## config.mk

```make
export PLATFORM = sky130hd
export DESIGN_NAME = accumulator_controller
export DESIGN_NICKNAME = d
export VERILOG_FILES = /design/src/rtl/accumulator_controller.sv
export SDC_FILE = /design/constraint.sdc
export NUM_CORES = 1
export LEC_CHECK = 0
export CAP_MARGIN = 10
export CORE_MARGIN = 3
export CORE_UTILIZATION = 40
export DETAILED_ROUTE_END_ITERATION = 6
export GPL_ROUTABILITY_DRIVEN = 0
export GPL_TIMING_DRIVEN = 1
export PLACE_DENSITY = 0.8
export SETUP_SLACK_MARGIN = 0.5
export SYNTH_ARGS = -nofsm -noshare
export SYNTH_HDL_FRONTEND = slang
export SYNTH_SLANG_ARGS = --single-unit
```

## constraint.sdc

```tcl
create_clock -name in_clk -period 2.04 [get_ports in_clk]
set_input_delay 0.51 -clock in_clk [delete_from_list [all_inputs] [get_ports in_clk]]
set_output_delay 0.51 -clock in_clk [all_outputs]
set_load 0.02 [all_outputs]
```

## src/rtl/accumulator_controller.sv

```systemverilog
// accumulator_controller: valid/ready command front end and accumulator back end for the adder_subtractor datapath
module accumulator_controller #(
    parameter int WIDTH   = 8,
    parameter int COUNT_W = 8
) (
    input  logic               in_clk,
    input  logic               in_rst_n,
    input  logic               in_valid,
    output logic               ou_ready,
    input  logic [1:0]         in_op,
    input  logic [WIDTH-1:0]   in_data,
    output logic [WIDTH-1:0]   ou_add_a,
    output logic [WIDTH-1:0]   ou_add_b,
    output logic               ou_add_c,
    output logic               ou_add_en,
    input  logic [WIDTH-1:0]   in_add_s,
    input  logic               in_add_c,
    output logic [WIDTH-1:0]   ou_acc,
    output logic               ou_carry,
    output logic               ou_ovf,
    output logic               ou_done,
    output logic [COUNT_W-1:0] ou_count
);
    typedef enum logic {IDLE, ISSUE} state_t;
    state_t             r_state;
    logic [WIDTH-1:0]   r_acc;
    logic [WIDTH-1:0]   r_operand;
    logic               r_sub;
    logic               r_carry;
    logic               r_ovf;
    logic               r_done;
    logic [COUNT_W-1:0] r_count;
    logic [WIDTH-1:0]   w_beff;
    logic               w_ovf;
    logic               w_direct;
    assign w_beff    = r_sub ? ~r_operand : r_operand;
    assign w_ovf     = (r_acc[WIDTH-1] == w_beff[WIDTH-1]) && (in_add_s[WIDTH-1] != r_acc[WIDTH-1]);
    assign w_direct  = (in_op == 2'b00) || (in_op == 2'b11);
    assign ou_ready  = (r_state == IDLE);
    assign ou_add_a  = r_acc;
    assign ou_add_b  = r_operand;
    // r_sub is only ever set for the duration of a SUB's ISSUE cycle
    assign ou_add_c  = r_sub;
    assign ou_add_en = r_sub;
    assign ou_acc    = r_acc;
    assign ou_carry  = r_carry;
    assign ou_ovf    = r_ovf;
    assign ou_done   = r_done;
    assign ou_count  = r_count;
    always_ff @(posedge in_clk or negedge in_rst_n) begin
        if (!in_rst_n) begin
            r_state   <= IDLE;
            r_acc     <= '0;
            r_operand <= '0;
            r_sub     <= 1'b0;
            r_carry   <= 1'b0;
            r_ovf     <= 1'b0;
            r_done    <= 1'b0;
            r_count   <= '0;
        end else begin
            r_done <= 1'b0;
            if (r_state == ISSUE) begin
                r_acc   <= in_add_s;
                r_carry <= in_add_c;
                r_ovf   <= w_ovf;
                r_done  <= 1'b1;
                r_count <= r_count + 1'b1;
                r_sub   <= 1'b0;
                r_state <= IDLE;
            end else if (in_valid && w_direct) begin
                r_acc   <= in_op[0] ? '0 : in_data;
                r_carry <= 1'b0;
                r_ovf   <= 1'b0;
                r_done  <= 1'b1;
                r_count <= r_count + 1'b1;
            end else if (in_valid) begin
                r_operand <= in_data;
                r_sub     <= in_op[1];
                r_state   <= ISSUE;
            end
        end
    end
endmodule
```

==> metrics.cfg, run 1 <==
[synthesis]
yosysWarnings = 0
netlist_top_cells_count = dfrtp_1, inv_1, buf_4
seq_area_frac_synth_pct = 55.7
synth_area_um2 = 1300
yosys_register_bits = 29
synth_most_common_cell = dfrtp_1
syn_inst = 103
synth_edf_count = 0
synth.top_cell.area_share_pct = 55.7
synthDistinctLibCells = 26
syn_area_per_cell_um2 = 12.6
netlist_top_cells_area = dfrtp_1, mux2_4, a222oi_1
async_flop_share_pct = 100
ys.flop_type = dfrtp_1
synth_nets = 126
synth_largest_area_cell = dfrtp_1

[power_and_ir_drop]
p_leak_nw = 1.04
power_density_nw_per_um2 = 1100
power_frac_seq_pct = 38.6
sw_frac_of_total_pct = 39.1
combPwrFrac_pct = 46.1
pwr-share-clk_pct = 15.2
internal_power_w = 0.00131
power.switching_w = 0.000844
irDropWorstVdd_v = 0.000644

[cts]
clk_latency_ps = 330
cts_max_level = 2
clk_pin_slew_ps = 90
cts-root-buf = clkbuf_4
cts_made_buffers = 5
cts_tree = built
cts_buffer_depth = 2
cts.sinks = 29

[finish]
antenna_cells = 0
drive_gt1_share_pct = 47.2
fin_area_um2 = 1950
nNetsFinal = 202
synthToLayoutAreaGrowth_pct = 50.0

[grt]
antenna_found_initial = 0
grt_pass1_wl_um = 5810
grt-ovfl-total = 0
gr-usage-all-layers_pct = 19.2
grt_max_degree = 30
grt_pass1_vias = 1180

[floorplan]
io_pins = 60
die_y_um = 63.1
rows = 20
die_w_um = 63.1
fp.dieArea_um2 = 3980
initial_core_util_pct = 42.3
core_um2 = 3080

[critical_path]
critical_path_arrival_ps = 1750
startpoint = in_op[0]
timing.rr.start = r_state$_DFF_PN0_
reg2reg_slack_ps = 540
critPathMaxFanout = 5
start_kind = primary input
cp.required_ps = 2260
path_class = primary input to register
cp-end-kind = register

[timing]
period_share_pct = 75.1
rsz0062_at_grt = yes
max_freq_mhz = 653
fin_crit_ps = 1530
slew_headroom_pct = 67.8
final_hold_viol_count = 0
whs_ps = 473
worst_slew_pin_slew_ps = 482
setup_viol = 0
fin_ws_ps = 508
skew_ps = 12.9
drv_slew = 0

[route]
via_per_inst = 4.83
ant_nets = 0
post_drt_wl_per_cell_um = 15.6
dr.pass1.iters = 4
drc = 0
drt-initial-drc-count = 52
finalWirelength_um = 3490
num_vias = 1081

[outcome]
status = finished clean

[place]
port_buffers = 59
dp_slack_ps = -177
dpl_cell_area_um2 = 1960
hpwl_um = 2500

[job]
maxCapViolCount = 0

[min_path]
worstHoldPathType = register to register
min_from = ou_count[7]$_DFFE_PN0P_

==> path summary, 6_finish.rpt <==
kind | cells past startpoint | end
worst max register to register | 4 | ou_add_b[0]$_DFFE_PN0P_
worst min register to register | 1 | ou_count[7]$_DFFE_PN0P_
worst min-delay path | 1 | ou_count[7]$_DFFE_PN0P_
worst max-delay path | 5 | ou_add_b[0]$_DFFE_PN0P_
min in group asynchronous | 2 | r_state$_DFF_PN0_
max in group asynchronous | 2 | ou_count[5]$_DFFE_PN0P_
==> power by group through the flow <==
| stage | registers [W] | logic (W) | clock network (W) |
|---|---|---|---|
| floorplan | 0.00104 | 0.000353 | 0 |
| global placement | 0.000871 | 0.000986 | 0 |
| detailed placement | 0.000880 | 0.00101 | 0 |
| CTS | 0.000845 | 0.00105 | 0.000342 |
| global route | 0.000859 | 0.00107 | 0.000377 |
| finish | 0.000834 | 0.000996 | 0.000329 |
==> worst max-delay path, cell delays in order <==
cell and delay, ps:
clkdlybuf4s15_2 230, xnor2_4 160, or3b_4 420, buf_6 150, mux2_4 290
==> final cells by class <==
| class | count | area, um^2 |
|---|---|---|
| clock buffers | 6 | 41.3 |
| inverters | 11 | 41.3 |
| fillers | 264 | 1120 |
| repair buffers | 82 | 594 |
| well taps | 44 | 55.1 |
| flip-flops and latches | 29 | 726 |
| clock inverters | 2 | 10.0 |
| multi-input cells | 50 | 487 |
==> cell usage in the layout, fill, tap and decap left out, types with 2 or more instances in the layout <==
cell type / count
buf_4: 20
nand2_1: 5
nor2_1: 3
a222oi_1: 8
mux2_4: 8
clkbuf_2: 7
xor2_1: 6
a21oi_1: 2
a22o_1: 2
clkbuf_4: 5
dfrtp_1: 29
nand2b_1: 2
buf_6: 3
clkdlybuf4s50_1: 18
inv_1: 11
clkinv_2: 2
buf_2: 31
xnor2_1: 2
==> what timing repair did <==
action,4_1_cts,5_1_grt
setup endpoints to repair,61,42
resized for setup,123,38
pin swaps,0,1
hold buffers,0,0
buffers inserted,7,6
==> registers in the layout (all words and copies together) (netlist names) <==
register / flops
ou_add_c: 1
ou_add_b: 8
ou_ovf: 1
ou_count: 8
ou_carry: 1
r_state: 1
ou_acc: 8
ou_done: 1
==> kinds of logic (layout without fill, tap and decap cells) <==
logic type | Yosys count | after routing | share of synthesized area [%]
buf+inv | 24 | 101 | 10.2
simple gates | 17 | 17 | 7.59
fa+ha+maj | 1 | 1 | 0.960
flops | 29 | 29 | 55.7
mux | 9 | 9 | 10.1
compound gates | 14 | 14 | 9.41
xor+xnor | 9 | 9 | 6.05
==> stage by stage <==
| step | setup TNS, ps | util (%) | power [W] | std cells |
|---|---|---|---|---|
| floorplan | 0 | - | 0.00140 | 103 |
| global placement | -2360 | 63.8 | 0.00186 | 203 |
| detailed placement | -2750 | 63.8 | 0.00189 | 203 |
| CTS | 0 | 68.3 | 0.00224 | 218 |
| global route | 0 | 63.5 | 0.00231 | 224 |
| finish | 0 | 63.5 | 0.00216 | 224 |
==> layer usage <==
metal  part of all wire, %  global-route usage, %  wire (um)
met5                     0                      0          0
met4                   2.3                   9.64         82
met2                    51                   31.4       1780
met3                   7.7                   8.73        270
met1                    39                   20.9       1360
Power figures use the tool's default switching activity.
==> run 2, diff against run 1 <==
--- a/config.mk
+++ b/config.mk
@@ -7,11 +7,11 @@
 export LEC_CHECK = 0
 export CAP_MARGIN = 10
 export CORE_MARGIN = 3
-export CORE_UTILIZATION = 40
+export CORE_UTILIZATION = 37
 export DETAILED_ROUTE_END_ITERATION = 6
 export GPL_ROUTABILITY_DRIVEN = 0
 export GPL_TIMING_DRIVEN = 1
-export PLACE_DENSITY = 0.8
+export PLACE_DENSITY = 0.78
 export SETUP_SLACK_MARGIN = 0.5
 export SYNTH_ARGS = -nofsm -noshare
 export SYNTH_HDL_FRONTEND = slang
==> constraint.sdc (replaced) <==
create_clock -name in_clk -period 1.3 [get_ports in_clk]
set_input_delay 0.325 -clock in_clk [delete_from_list [all_inputs] [get_ports in_clk]]
set_output_delay 0.325 -clock in_clk [all_outputs]
set_load 0.02 [all_outputs]
==> run 2 against run 1 <==
  * Largest power group unchanged
  * Largest cell class is now buffers
  * The flow now finishes with violations (negative setup slack)
  * Clock skew is 8.0 ps lower
  * Highest routed layer unchanged
  * Hold slack worse by 120 ps
  * Critical path type is now register to register
  * Die area is 7.3% higher
==> metrics.cfg, run 2 (same netlist as run 1, synthesis figures left out) <==
[finish]
final_util_pct = 79.8  ; +16 points
fin_area_um2 = 2550  ; +31%
stdcell_count = 243  ; +8.5%
layout_common_cells = buf_6, buf_4, clkdlybuf4s50_1
drive_gt1_share_pct = 65.8  ; +19 points
antenna_cells = 0  ; unchanged
synthToLayoutAreaGrowth_pct = 96.2
final_common_cell = buf_6
nNetsFinal = 221  ; +9.4%

[floorplan]
initial_core_util_pct = 40.7  ; -1.7 points
rows = 20  ; unchanged
die_y_um = 65.3  ; +3.6%
die_w_um = 65.3  ; +3.6%
fp.dieArea_um2 = 4270  ; +7.3%
core_um2 = 3200  ; +4.1%
io_pins = 60  ; unchanged

[route]
drc = 0  ; unchanged
dr.pass1.iters = 5  ; +1
via_per_inst = 4.88  ; +1.2%
ant_nets = 0  ; unchanged
num_vias = 1187  ; +9.8%
post_drt_wl_per_cell_um = 16.7  ; +6.9%
finalWirelength_um = 4050  ; +16%
drt-initial-drc-count = 84  ; +62%

[grt]
grt_pass1_vias = 1252  ; +6.1%
grt_max_degree = 30  ; unchanged
grt_pass1_wl_um = 6450  ; +11%
grt-ovfl-total = 0  ; unchanged
gr-usage-all-layers_pct = 20.4  ; +1.2 points
antenna_found_initial = 0  ; unchanged

[critical_path]
critPathSlowestCell = dfrtp_2
path_class = register to register
cpPeakStageDelay_ps = 450  ; +30 ps
critPathMaxFanout = 4  ; -1
critical_path_arrival_ps = 1630  ; -120 ps
worst-path-buf-inv = 1  ; -1
crit_family = flip-flops
cp-end-kind = register
start_kind = register
crit_chain = or3b_4 -> buf_4 -> mux2_4
cp.required_ps = 1530  ; -730 ps

[cts]
cts_tree = built
cts.sinks = 29  ; unchanged
cts-root-buf = clkbuf_4
cts_buffer_depth = 2  ; unchanged
clk_pin_slew_ps = 100  ; about the same
clk_latency_ps = 330  ; about the same
postCtsHoldBufs = 0  ; unchanged
cts_made_buffers = 5  ; unchanged
cts_max_level = 2  ; unchanged

[min_path]
worstHoldPathType = primary input to async pin

[timing]
skew_ps = 4.83  ; -8.04 ps
drv_slew = 0  ; unchanged
worst_slew_pin_slew_ps = 315  ; -167 ps
max_freq_mhz = 711
setup_viol = 16  ; +16
fin_ws_ps = -106  ; -614 ps
rsz0062_at_grt = yes
fin_crit_ps = 1410
slew_headroom_pct = 79.0  ; +11 points
final_hold_viol_count = 0  ; unchanged
period_share_pct = 108

[place]
hpwl_um = 2500  ; about the same
place_inst = 214  ; +5.4%
port_buffers = 59  ; unchanged
dp_slack_ps = -669  ; -492 ps
dpl_cell_area_um2 = 2080  ; +5.7%

[outcome]
violations = negative setup slack
status = finished with violations

[power_and_ir_drop]
p_leak_nw = 1.28  ; +23%
irDropWorstVdd_v = 0.00123  ; +91%
power_w = 0.00467  ; +120%
power_density_nw_per_um2 = 1830  ; +65%

[job]
maxCapViolCount = 0  ; unchanged

==> run 2: where the power goes <==
part           internal [W]  switching (W)  leakage, nW
clock network      0.000595       0.000330       0.0552
registers           0.00117       0.000219        0.340
logic               0.00130        0.00106        0.881
==> run 2: worst paths after layout <==
| check | slack [ps] | to | cells past startpoint | startpoint |
|---|---|---|---|---|
| max | -110 | ou_add_b[2]$_DFFE_PN0P_ | 3 | r_state$_DFF_PN0_ |
| min | 350 | ou_acc[3]$_DFFE_PN0P_ | 2 | in_rst_n |
| max reg2reg | -110 | ou_add_b[2]$_DFFE_PN0P_ | 3 | r_state$_DFF_PN0_ |
| min reg2reg | 530 | ou_carry$_DFFE_PN0P_ | 1 | ou_carry$_DFFE_PN0P_ |
| max in group asynchronous | 770 | ou_count[5]$_DFFE_PN0P_ | 2 | in_rst_n |
| min in group in_clk | 530 | ou_carry$_DFFE_PN0P_ | 1 | ou_carry$_DFFE_PN0P_ |
==> run 2: layout make-up <==
type | count | area, um^2
multi-input combinational | 50 | 589
sequential | 29 | 744
inverter | 11 | 43.8
clock buffer | 5 | 37.5
tap | 44 | 55.1
timing repair buffer | 101 | 1020
fill | 199 | 648
clock inverter | 3 | 65.1
==> run 2: timing repair <==
action	in CTS	in global routing
resized for setup	263	9
buffers inserted	15	4
pin swaps	20	6
endpoints found under the setup margin	67	67
gates cloned	1	1
==> run 2: stage by stage <==
step	setup TNS, ps	hold slack (ps)
2_1_floorplan	-851	29.4
3_3_place_gp	-14890	458
3_5_place_dp	-15940	461
4_1_cts	-945	335
5_1_grt	-2180	325
6_report	-1010	350
==> run 2: per-layer routing <==
metal	routed length, um	global-route usage, %	vias to the layer above
met2	2140	35.4	54
met4	48	6.74	0
met3	336	8.55	6
li1	-	-	538
met1	1530	22.3	589
met5	0	0	-
